--- src/rtl/k_counter_pkg.sv ---
// k_counter_pkg: shared constants and modulus helper for the k_counter digital PLL loop filter.
package k_counter_pkg;

   localparam int CNT_W_DEF  = 10;
   localparam int LOCK_W_DEF = 8;
   localparam int KM_W       = 3;

   // Modulus K = 2^min(kmode+3, cw); kmode values past the counter width saturate at 2^cw.
   function automatic int unsigned k_mod(input logic [KM_W-1:0] km, input int cw);
      int e;
      e = int'(km) + 3;
      return 32'd1 << ((e > cw) ? cw : e);
   endfunction

endpackage

--- src/rtl/mod_k_cnt.sv ---
// mod_k_cnt: W-bit wrap counter with count enable, synchronous clear and registered terminal pulse.
module mod_k_cnt #(
   parameter int W = 10
) (
   input  logic         i_clk,
   input  logic         i_rst_n,
   input  logic         i_en,
   input  logic         i_clr,
   input  logic [W-1:0] i_max,
   output logic         o_term,
   output logic         o_pulse
);

   logic [W-1:0] r_cnt;

   // A counted sample at the terminal value is the K-th event of the current cycle.
   assign o_term = i_en & (r_cnt == i_max);

   // Count, wrap at the terminal value and register the pulse one cycle later; clear wins over counting.
   always_ff @(posedge i_clk or negedge i_rst_n) begin
      if (!i_rst_n) begin
         r_cnt   <= '0;
         o_pulse <= 1'b0;
      end else begin
         o_pulse <= o_term & ~i_clr;
         r_cnt   <= (i_clr | o_term) ? '0 : i_en ? r_cnt + 1'b1 : r_cnt;
      end
   end

endmodule

--- src/rtl/k_counter.sv ---
// k_counter: 74297-style K counter (carry/borrow pulse generator with lock detect).
// Optional macro K_COUNTER_CROSS_CLEAR_EN: a carry also clears the down counter and a borrow the up counter.
module k_counter
   import k_counter_pkg::*;
#(
   parameter int CNT_W  = CNT_W_DEF,
   parameter int LOCK_W = LOCK_W_DEF
) (
   input  logic            clk,
   input  logic            reset,
   input  logic            enable,
   input  logic            dnup,
   input  logic [KM_W-1:0] kmode,
   output logic            carry,
   output logic            borrow,
   output logic            lock
);

   logic [KM_W-1:0]   r_kmode;
   logic [LOCK_W-1:0] r_ltmr;
   logic [LOCK_W-1:0] w_ltmr_nxt;
   logic [CNT_W-1:0]  w_max;
   logic              w_kchg;
   logic              w_up_en;
   logic              w_dn_en;
   logic              w_up_clr;
   logic              w_dn_clr;
   logic              w_up_term;
   logic              w_dn_term;
   logic              w_pulse;

   // A kmode change suppresses counting for that cycle so no pulse can come out of a stale modulus.
   assign w_kchg  = kmode != r_kmode;
   assign w_max   = CNT_W'(k_mod(r_kmode, CNT_W) - 1);
   assign w_up_en = enable & ~dnup & ~w_kchg;
   assign w_dn_en = enable &  dnup & ~w_kchg;
   assign w_pulse = w_up_term | w_dn_term;

`ifdef K_COUNTER_CROSS_CLEAR_EN
   assign w_up_clr = w_kchg | w_dn_term;
   assign w_dn_clr = w_kchg | w_up_term;
`else
   assign w_up_clr = w_kchg;
   assign w_dn_clr = w_kchg;
`endif

   assign w_ltmr_nxt = w_pulse ? '0 : (&r_ltmr) ? r_ltmr : r_ltmr + 1'b1;

   mod_k_cnt #(.W(CNT_W)) u_up (
      .i_clk   (clk),
      .i_rst_n (reset),
      .i_en    (w_up_en),
      .i_clr   (w_up_clr),
      .i_max   (w_max),
      .o_term  (w_up_term),
      .o_pulse (carry)
   );

   mod_k_cnt #(.W(CNT_W)) u_dn (
      .i_clk   (clk),
      .i_rst_n (reset),
      .i_en    (w_dn_en),
      .i_clr   (w_dn_clr),
      .i_max   (w_max),
      .o_term  (w_dn_term),
      .o_pulse (borrow)
   );

   // Track kmode and run the saturating quiet-cycle timer that drives lock.
   always_ff @(posedge clk or negedge reset) begin
      if (!reset) begin
         r_kmode <= '0;
         r_ltmr  <= '0;
         lock    <= 1'b0;
      end else begin
         r_kmode <= kmode;
         if (w_kchg) begin
            r_ltmr <= '0;
            lock   <= 1'b0;
         end else if (enable) begin
            r_ltmr <= w_ltmr_nxt;
            lock   <= &w_ltmr_nxt;
         end
      end
   end

endmodule
--- config.mk ---
export PLATFORM = sky130hd
export DESIGN_NAME = k_counter
export DESIGN_NICKNAME = d
export VERILOG_FILES = /design/src/rtl/k_counter_pkg.sv /design/src/rtl/mod_k_cnt.sv /design/src/rtl/k_counter.sv
export SDC_FILE = /design/constraint.sdc
export NUM_CORES = 1
export LEC_CHECK = 0
export ABC_AREA = 1
export CORE_UTILIZATION = 40
export DETAILED_ROUTE_END_ITERATION = 10
export PLACE_DENSITY = 0.66
export SETUP_SLACK_MARGIN = 0.3
export SLEW_MARGIN = 40
export SYNTH_ARGS = -nofsm -noshare
export SYNTH_HDL_FRONTEND = slang
export SYNTH_SLANG_ARGS = --single-unit
--- constraint.sdc ---
create_clock -name clk -period 3.7 [get_ports clk]
set_clock_uncertainty 0.15 [all_clocks]
set_input_delay 0.925 -clock clk [delete_from_list [all_inputs] [get_ports clk]]
set_output_delay 0.925 -clock clk [all_outputs]
set_load 0.02 [all_outputs]
==> flow_summary.yaml, run 1 <==
layout:
  nets: 366
  num_antenna_cells: 0
  nFillCells: 581
  final_layout_size_suffix_gt1_share_pct: 15.8
  fin_util_pct: 47.1
  area_delta_synth_final_pct: 11.1
clock_tree:
  ctsHoldBuffers: 0
  cts_tree: "done"
  cts_setup_buffers: 0
  clkLatencyLatePin_ns: 0.28
  clkSinkCount: 34
  cts_root_buf: "clkbuf_8"
  cts_max_level: 2
  cts_max_path_buffers: 2
  numCtsBuffers: 5
  cts_resized: 0
  clkTransAtPathRegs_ns: 0.07
worst_setup_path:
  r2r_end: "r_ltmr[1]"
  critPathMaxFanout: 6
  rrSetupSlack_ns: 0.63
  cpMostUsedCell: "nand2_1"
  path_cells: "inv_1 -> ha_1 -> inv_1 -> nand2_1 -> nand2_4 -> nand2_4 -> inv_2 -> nand2_1 -> ha_1 -> xor2_1 -> nand2_1 -> nor2_1 -> nand2_1 -> nor2_1 -> nand3_1 -> nor2_2 -> nand3_4 -> nand3_4 -> inv_4 -> nand2_1 -> o21ai_1"
  setup.worst_path.start_class: "register"
  slowest_delay_ns: 0.50
  r2r_cells: 21
  required_ns: 3.72
  path_class: "reg2reg"
  slowest_stage: "dfrtp_1"
  cp.arrival_ns: 3.09
  rr_startpoint: "r_kmode[1]"
  endpoint_kind: "register"
min_path:
  whs_path_depth: 2
  worstHoldPathType: "reg2reg"
  hold_path_startpoint: "lock"
  holdPathEnd: "lock"
routing:
  drc: 0
  via_per_inst: 4.98
  ant_nets: 0
  wire_per_inst_um: 12.5
  drt_wl_total_mm: 5.32
  drtIter0Drc: 118
  num_vias: 2110
  drt_first_pass_iters: 4
sta:
  fmax_mhz: 326
  slew_headroom_pct: 67.0
  post-route-period-util_pct: 82.9
  setup_slack_ns: 0.631
  worstMarginPinSlew_ns: 0.493
  finalSetupViolations: 0
  setup_tns_ns: 0
  hold_violations: 0
  whs_ns: 0.365
  drv_slew: 0
  finalCriticalPeriod_ns: 3.07
  grt_setup_unrepaired: "no"
yosys:
  synth_nets: 351
  netlist_instances: 334
  syn_area_mm2: 0.00255
  synth_seq_cells: 34
  yosys_warnings: 0
  synth-edff-count: 0
  synth_top_area_share_pct: 33.3
  ys.flop_type: "dfrtp_1"
  synthDistinctLibCells: 40
  synth_commonest_cells: "nand2_1, inv_1, dfrtp_1, nor2_1, nand3_1"
  synth_top_cell_by_area: "dfrtp_1"
  avgSynthCellArea_um2: 7.64
  post-synth-top-count-cell: "nand2_1"
  async_flop_share_pct: 100
  seq_area_frac_synth_pct: 33.3
  synth_area_leaders: "dfrtp_1, nand2_1, inv_1"
power_and_ir_drop:
  switching_share_pct: 26.4
  intPower_mw: 0.631
  power.leakage_nw: 1.25
  ir_drop_v: 0.000217
  clock_power_share_pct: 41.0
  p_switching_mw: 0.227
  power_frac_comb_pct: 14.7
  seqPwrFrac_pct: 44.3
  power_density_mw_per_mm2: 302
  total_power_mw: 0.858
global_routing:
  grtUsageTotal_pct: 18.7
  grt_pass1_wl_mm: 9.57
  grt_overflow: 0
  grt_max_degree: 35
  grt_pass1_vias: 2046
  antenna_found_initial: 0
floorplanning:
  num_rows: 28
  die_w_um: 81.9
  coreArea_mm2: 0.00603
  start_util_pct: 42.4
  die_y_um: 81.9
  ios: 10
  dieArea_mm2: 0.00670
placed_design:
  dp_slack_ns: 0.477
  portBuffers: 9
  place_congestion: 0.906
  dp_hpwl_mm: 4.05
flow_run:
  drv_cap: 0
status:
  status: "complete, no violations"
==> how the worst max path moves through the flow <==
stage,endpoint,slack (ns),start
floorplan,r_ltmr[5],0.94,r_kmode[0]
global placement,r_ltmr[5],0.45,kmode[0]
detailed placement,r_ltmr[1],0.48,kmode[0]
CTS,r_ltmr[1],0.59,r_kmode[0]
global route,r_ltmr[3],0.31,r_kmode[1]
finish,r_ltmr[1],0.63,r_kmode[1]
==> power groups by stage <==
| stage | Clock, mW | Sequential (mW) | Combinational, mW |
|---|---|---|---|
| 2_1_floorplan | 0 | 0.384 | 0.0952 |
| 3_3_place_gp | 0 | 0.386 | 0.126 |
| 3_5_place_dp | 0 | 0.387 | 0.126 |
| 4_1_cts | 0.360 | 0.379 | 0.127 |
| 5_1_grt | 0.375 | 0.380 | 0.143 |
| 6_report | 0.352 | 0.380 | 0.126 |
==> per-stage QoR <==
step	std cells	instance area, um^2
after global routing	424	2840
after CTS	424	2830
after global placement	417	2720
after detailed placement	417	2720
final	424	2840
after floorplan	334	2550
==> state kept, by name, summed over array words and instances (netlist names) <==
signal	flops
r_kmode	3
r_ltmr	8
lock	1
u_up.o_pulse	1
u_dn.o_pulse	1
u_dn.r_cnt	10
u_up.r_cnt	10
==> layer usage <==
layer / up-vias / global-route usage, % / wire (um)
li1: 1102 / - / -
met1: 964 / 26.8 / 2690
met2: 35 / 28.7 / 2350
met3: 9 / 3.00 / 174
met4: 0 / 5.79 / 95
met5: - / 0 / 0
==> layout by cell type, fill, tap and decap left out, types with 5 or more instances in the layout <==
master,instances
nor3_1,9
clkdlybuf4s50_1,9
nand3_2,5
ha_1,10
clkbuf_8,6
inv_2,6
dfrtp_1,33
nand2_4,5
nand2_1,76
xnor2_1,8
nand2_2,8
xor2_1,12
nor2_1,34
nand3_1,29
nand4_1,9
inv_1,42
==> critical path, delay by kind of cell, from the launching register on <==
kind / cells / cell delay, ns
simple gates: 13 / 1.18
flops: 1 / 0.50
compound gates: 1 / 0.06
xor+xnor: 1 / 0.15
buf+inv: 4 / 0.37
fa+ha+maj: 2 / 0.53
==> logic make-up after synthesis <==
kind of cell,synth area share [%]
compound gates,6.72
xor+xnor,7.50
fa+ha+maj,4.90
buf+inv,8.19
flops,33.3
simple gates,39.4
==> layout make-up <==
type	count	area [um^2]	share of cell area, %
clock buffers	6	82.6	2.91
clock inverters	1	30.0	1.06
inverters	49	186	6.58
multi-input cells	249	1490	52.6
flip-flops and latches	34	852	30.1
well taps	75	93.8	3.31
repair buffers	10	97.6	3.44
Note: power is estimated with default switching activity, not from simulation.
==> run 2: changes to the inputs <==
clock period = 2.9 ns   (was 3.7 ns; I/O delays follow)
==> flow_summary.yaml, run 2 (synthesis gave the netlist of run 1 again) <==
floorplanning:
  start_util_pct: 42.4
  dieArea_mm2: 0.00670
  die_w_um: 81.9
  die_y_um: 81.9
  ios: 10
  coreArea_mm2: 0.00603
  num_rows: 28
clock_tree:
  cts_root_buf: "clkbuf_8"
  numCtsBuffers: 5
  ctsHoldBuffers: 0
  clkTransAtPathRegs_ns: 0.08
  cts_max_level: 2
  clkLatencyLatePin_ns: 0.29
  cts_tree: "done"
  clkSinkCount: 34
  cts_max_path_buffers: 2
global_routing:
  grt_pass1_wl_mm: 10.1
  grt_pass1_vias: 2328
  grtUsageTotal_pct: 19.6
  grt_max_degree: 35
  grt_overflow: 0
  antenna_found_initial: 0
sta:
  slew_headroom_pct: 71.0
  fmax_mhz: 375
  worstMarginPinSlew_ns: 0.435
  setup_tns_ns: 0
  finalCriticalPeriod_ns: 2.66
  finalSetupViolations: 0
  grt_setup_unrepaired: "yes"
  drv_slew: 0
  hold_violations: 0
  post-route-period-util_pct: 91.9
routing:
  drc: 0
  drtIter0Drc: 140
  num_vias: 2286
  via_per_inst: 5.06
  wire_per_inst_um: 12.6
  drt_first_pass_iters: 4
  ant_nets: 0
  drt_wl_total_mm: 5.69
layout:
  final_cell_mix: "nand2_1, inv_1, nor2_1"
  design_area_mm2: 0.00313
  num_antenna_cells: 0
  nFillCells: 589
  final_common_cell: "nand2_1"
  area_delta_synth_final_pct: 22.6
  final_layout_size_suffix_gt1_share_pct: 24.7
  reg.largest.list: "u_dn.r_cnt x10, u_up.r_cnt x10, r_ltmr x8"
  nets: 393
worst_setup_path:
  r2r_end: "r_ltmr[3]"
  path_class: "reg2reg"
  rrSetupSlack_ns: 0.24
  endpoint: "r_ltmr[3]"
  cp-startpoint: "r_kmode[0]"
  cp.arrival_ns: 2.70
  required_ns: 2.93
  rr_startpoint: "r_kmode[0]"
  setup.worst_path.start_class: "register"
  critPathMaxFanout: 6
  endpoint_kind: "register"
  r2r_cells: 21
power_and_ir_drop:
  ir_drop_v: 0.000278
  total_power_mw: 1.22
  power.leakage_nw: 1.39
  power_density_mw_per_mm2: 390
placed_design:
  portBuffers: 9
  dp_hpwl_mm: 4.26
  place_congestion: 0.843
  placed_cell_area_mm2: 0.00283
status:
  status: "complete, no violations"
min_path:
  worstHoldPathType: "reg2reg"
flow_run:
  drv_cap: 0
## run 2: changes by cell type in the layout (fill, tap and decap cells not counted), moves of 3 or more
| cell | before | now |
|---|---|---|
| buf_4 | 1 | 24 |
| buf_6 | 0 | 3 |
| ha_1 | 10 | 7 |
| inv_1 | 42 | 39 |
## run 2: cell type report
| type | instances | area (um^2) | area share (%) |
|---|---|---|---|
| inverter | 49 | 191 | 6.12 |
| sequential | 34 | 853 | 27.3 |
| multi-input combinational | 249 | 1530 | 48.9 |
| clock buffer | 5 | 68.8 | 2.20 |
| tap | 75 | 93.8 | 3.00 |
| clock inverter | 3 | 68.8 | 2.20 |
| timing repair buffer | 37 | 324 | 10.4 |
## run 2: power by group
group	internal (mW)	switching, mW
Clock	0.345	0.190
Sequential	0.477	0.00533
Combinational	0.0842	0.120
## run 2: critical path, stage by stage (launching register included)
cell and delay [ns]:
dfrtp_2 0.39, inv_4 0.05, ha_4 0.16, inv_2 0.06, nand2_2 0.06, nand2_4 0.10
nand2_4 0.06, inv_2 0.06, nand2_2 0.06, ha_4 0.26, xor2_1 0.15, nand2_1 0.08
nor2_1 0.11, nand2_1 0.06, nor2_1 0.08, nand3_1 0.09, nor2_2 0.13, nand3_4 0.14
nand3_4 0.14, inv_4 0.05, nand2_1 0.05, o21ai_1 0.06
## run 2: worst min path at each step
stage | cells after the start | to | start
floorplan | 0 | lock | reset
global placement | 2 | lock | lock
detailed placement | 2 | lock | lock
CTS | 2 | lock | lock
global route | 2 | lock | lock
finish | 2 | lock | lock
## run 2: through the flow
step / instances / hold WS [ns] / utilization, % / setup WS [ns]
CTS: 449 / 0.358 / 51.6 / 0.250
global placement: 429 / 0.331 / 47.0 / 0.0987
global route: 452 / 0.402 / 52.0 / 0.0394
finish: 452 / 0.351 / 52.0 / 0.236
detailed placement: 429 / 0.335 / 47.0 / 0.0637
floorplan: 334 / 0.279 / - / 0.305
## run 2: timing repair
action / 4_1_cts / 5_1_grt
resized for setup: 8 / 1
pin swaps: 10 / 2
buffers inserted: 12 / 3
setup endpoints to repair: 20 / 21
## run 2: routing by layer
metal / GRT usage (%) / vias up / routed length, um
li1: - / 1154 / -
met1: 23.7 / 1090 / 2600
met2: 34.5 / 35 / 2900
met3: 4.44 / 7 / 142
met4: 5.79 / 0 / 44
met5: 0 / - / 0
==> run 3: changes to the inputs <==
PLACE_DENSITY = default   (was 0.66)
PLACE_DENSITY_LB_ADDON = 0.3   (was default)
==> flow_summary.yaml, run 3 (synthesis gave the netlist of run 1 again) <==
status:
  status: "complete, no violations"
routing:
  drc: 0
  via_per_inst: 5.03
  drtIter0Drc: 104
  ant_nets: 0
  drt_wl_total_mm: 5.58
  wire_per_inst_um: 12.5
  drt_first_pass_iters: 4
  num_vias: 2245
floorplanning:
  start_util_pct: 42.4
  num_rows: 28
  ios: 10
  die_y_um: 81.9
  die_w_um: 81.9
  dieArea_mm2: 0.00670
  coreArea_mm2: 0.00603
clock_tree:
  numCtsBuffers: 5
  cts_tree: "done"
  clkSinkCount: 34
  cts_max_level: 2
  clkLatencyLatePin_ns: 0.29
  clkTransAtPathRegs_ns: 0.07
  cts_root_buf: "clkbuf_8"
  ctsHoldBuffers: 0
  cts_max_path_buffers: 2
layout:
  nets: 387
  final_common_cell: "nand2_1"
  fin_util_pct: 51.4
  final_layout_size_suffix_gt1_share_pct: 26.1
  layoutNonFillerInstCount: 446
  reg.largest.list: "u_dn.r_cnt x10, u_up.r_cnt x10, r_ltmr x8"
  final_cell_mix: "nand2_1, inv_1, nor2_1, dfrtp_1, nand3_1"
  num_antenna_cells: 0
  area_delta_synth_final_pct: 21.4
power_and_ir_drop:
  total_power_mw: 1.10
  ir_drop_v: 0.000340
  switching_share_pct: 27.5
  clock_power_share_pct: 37.7
  power_density_mw_per_mm2: 354
  intPower_mw: 0.795
  power.leakage_nw: 1.35
  power_frac_comb_pct: 18.3
  p_switching_mw: 0.302
  seqPwrFrac_pct: 44.0
flow_run:
  drv_cap: 0
sta:
  post-route-period-util_pct: 94.1
  drv_slew: 0
  fmax_mhz: 366
  finalSetupViolations: 0
  setup_slack_ns: 0.171
  worstMarginPinSlew_ns: 0.423
  grt_setup_unrepaired: "yes"
  slew_headroom_pct: 71.8
  hold_violations: 0
  finalCriticalPeriod_ns: 2.73
worst_setup_path:
  cp.arrival_ns: 2.74
  critPathMaxFanout: 6
  required_ns: 2.91
  path_class: "reg2reg"
  endpoint_kind: "register"
  setup.worst_path.start_class: "register"
  cp_num_buf_inv: 4
  slowest_stage: "dfrtp_2"
  slowest_delay_ns: 0.39
  path_delay_family: "simple AND/OR/NAND/NOR gates"
  path_cells: "inv_4 -> ha_4 -> inv_2 -> nand2_2 -> nand2_4 -> nand2_4 -> inv_2 -> nand2_2 -> ha_4 -> xor2_1 -> nand2_1 -> nor2_1 -> nand2_1 -> nor2_1 -> nand3_1 -> nor2_2 -> nand3_4 -> buf_4 -> nand4_1 -> o21ai_0"
placed_design:
  dp_slack_ns: 0.0174
  dp_hpwl_mm: 4.21
  place_inst: 427
  place_congestion: 0.914
  portBuffers: 9
global_routing:
  grt_max_degree: 35
  antenna_found_initial: 0
  grtUsageTotal_pct: 18.0
  grt_pass1_vias: 1995
  grt_pass1_wl_mm: 9.14
  grt_overflow: 0
min_path:
  worstHoldPathType: "reg2reg"
==> run 3: final cells by class <==
type                    count  area, um^2
fillers                   579        2930
multi-input cells         249        1580
flip-flops and latches     34         855
repair buffers             31         263
inverters                  49         194
clock buffers               8         110
well taps                  75        93.8
==> run 3: worst paths after layout <==
kind	slack, ns	depth (start not counted)	start	endpoint
max in group asynchronous	1.59	2	reset	r_kmode[0]
min in group asynchronous	0.69	2	reset	u_up.r_cnt[1]
worst max-delay path	0.17	20	r_kmode[1]	u_dn.r_cnt[0]
worst max register to register	0.17	20	r_kmode[1]	u_dn.r_cnt[0]
worst min-delay path	0.35	2	lock	lock
worst min register to register	0.35	2	lock	lock
==> run 3: worst reg2reg max path, delay by kind of cell (launching register included) <==
| kind | cells | cell delay, ns |
|---|---|---|
| buffers and inverters | 4 | 0.35 |
| DFF | 1 | 0.39 |
| and+or+nand+nor | 12 | 1.09 |
| AOI/OAI and AO/OA | 1 | 0.09 |
| xor gates and xnor gates | 1 | 0.13 |
| adders and majority gates | 2 | 0.42 |
==> run 3: layer usage <==
layer  GRT usage [%]  wire length [um]  share of wire, %  vias up
met1            23.2              2580                46     1043
met5               0                 0                 0        -
met4            3.33                42              0.75        0
met3            4.44               223               4.0        4
met2            30.5              2730                49       49
li1                -                 -                 -     1149
==> run 3: metrics by stage <==
| stage | instance area (um^2) | hold WS [ns] | TNS [ns] |
|---|---|---|---|
| floorplan | 2570 | 0.279 | 0 |
| global placement | 2820 | 0.337 | 0 |
| detailed placement | 2820 | 0.340 | 0 |
| CTS | 2990 | 0.362 | 0 |
| global route | 3100 | 0.382 | -0.0343 |
| finish | 3100 | 0.352 | 0 |
==> run 3: what timing repair did <==
action / 4_1_cts / 5_1_grt
resized for setup: 4 / 18
setup buffers: 6 / 5
pin swaps: 7 / 13
endpoints found under the setup margin: 19 / 29
==> run 3: power groups by stage <==
| stage | Sequential, mW | Clock [mW] | Combinational (mW) |
|---|---|---|---|
| finish | 0.483 | 0.414 | 0.201 |
| global route | 0.483 | 0.445 | 0.221 |
| CTS | 0.482 | 0.421 | 0.190 |
| detailed placement | 0.491 | 0 | 0.181 |
| global placement | 0.491 | 0 | 0.179 |
| floorplan | 0.491 | 0 | 0.124 |
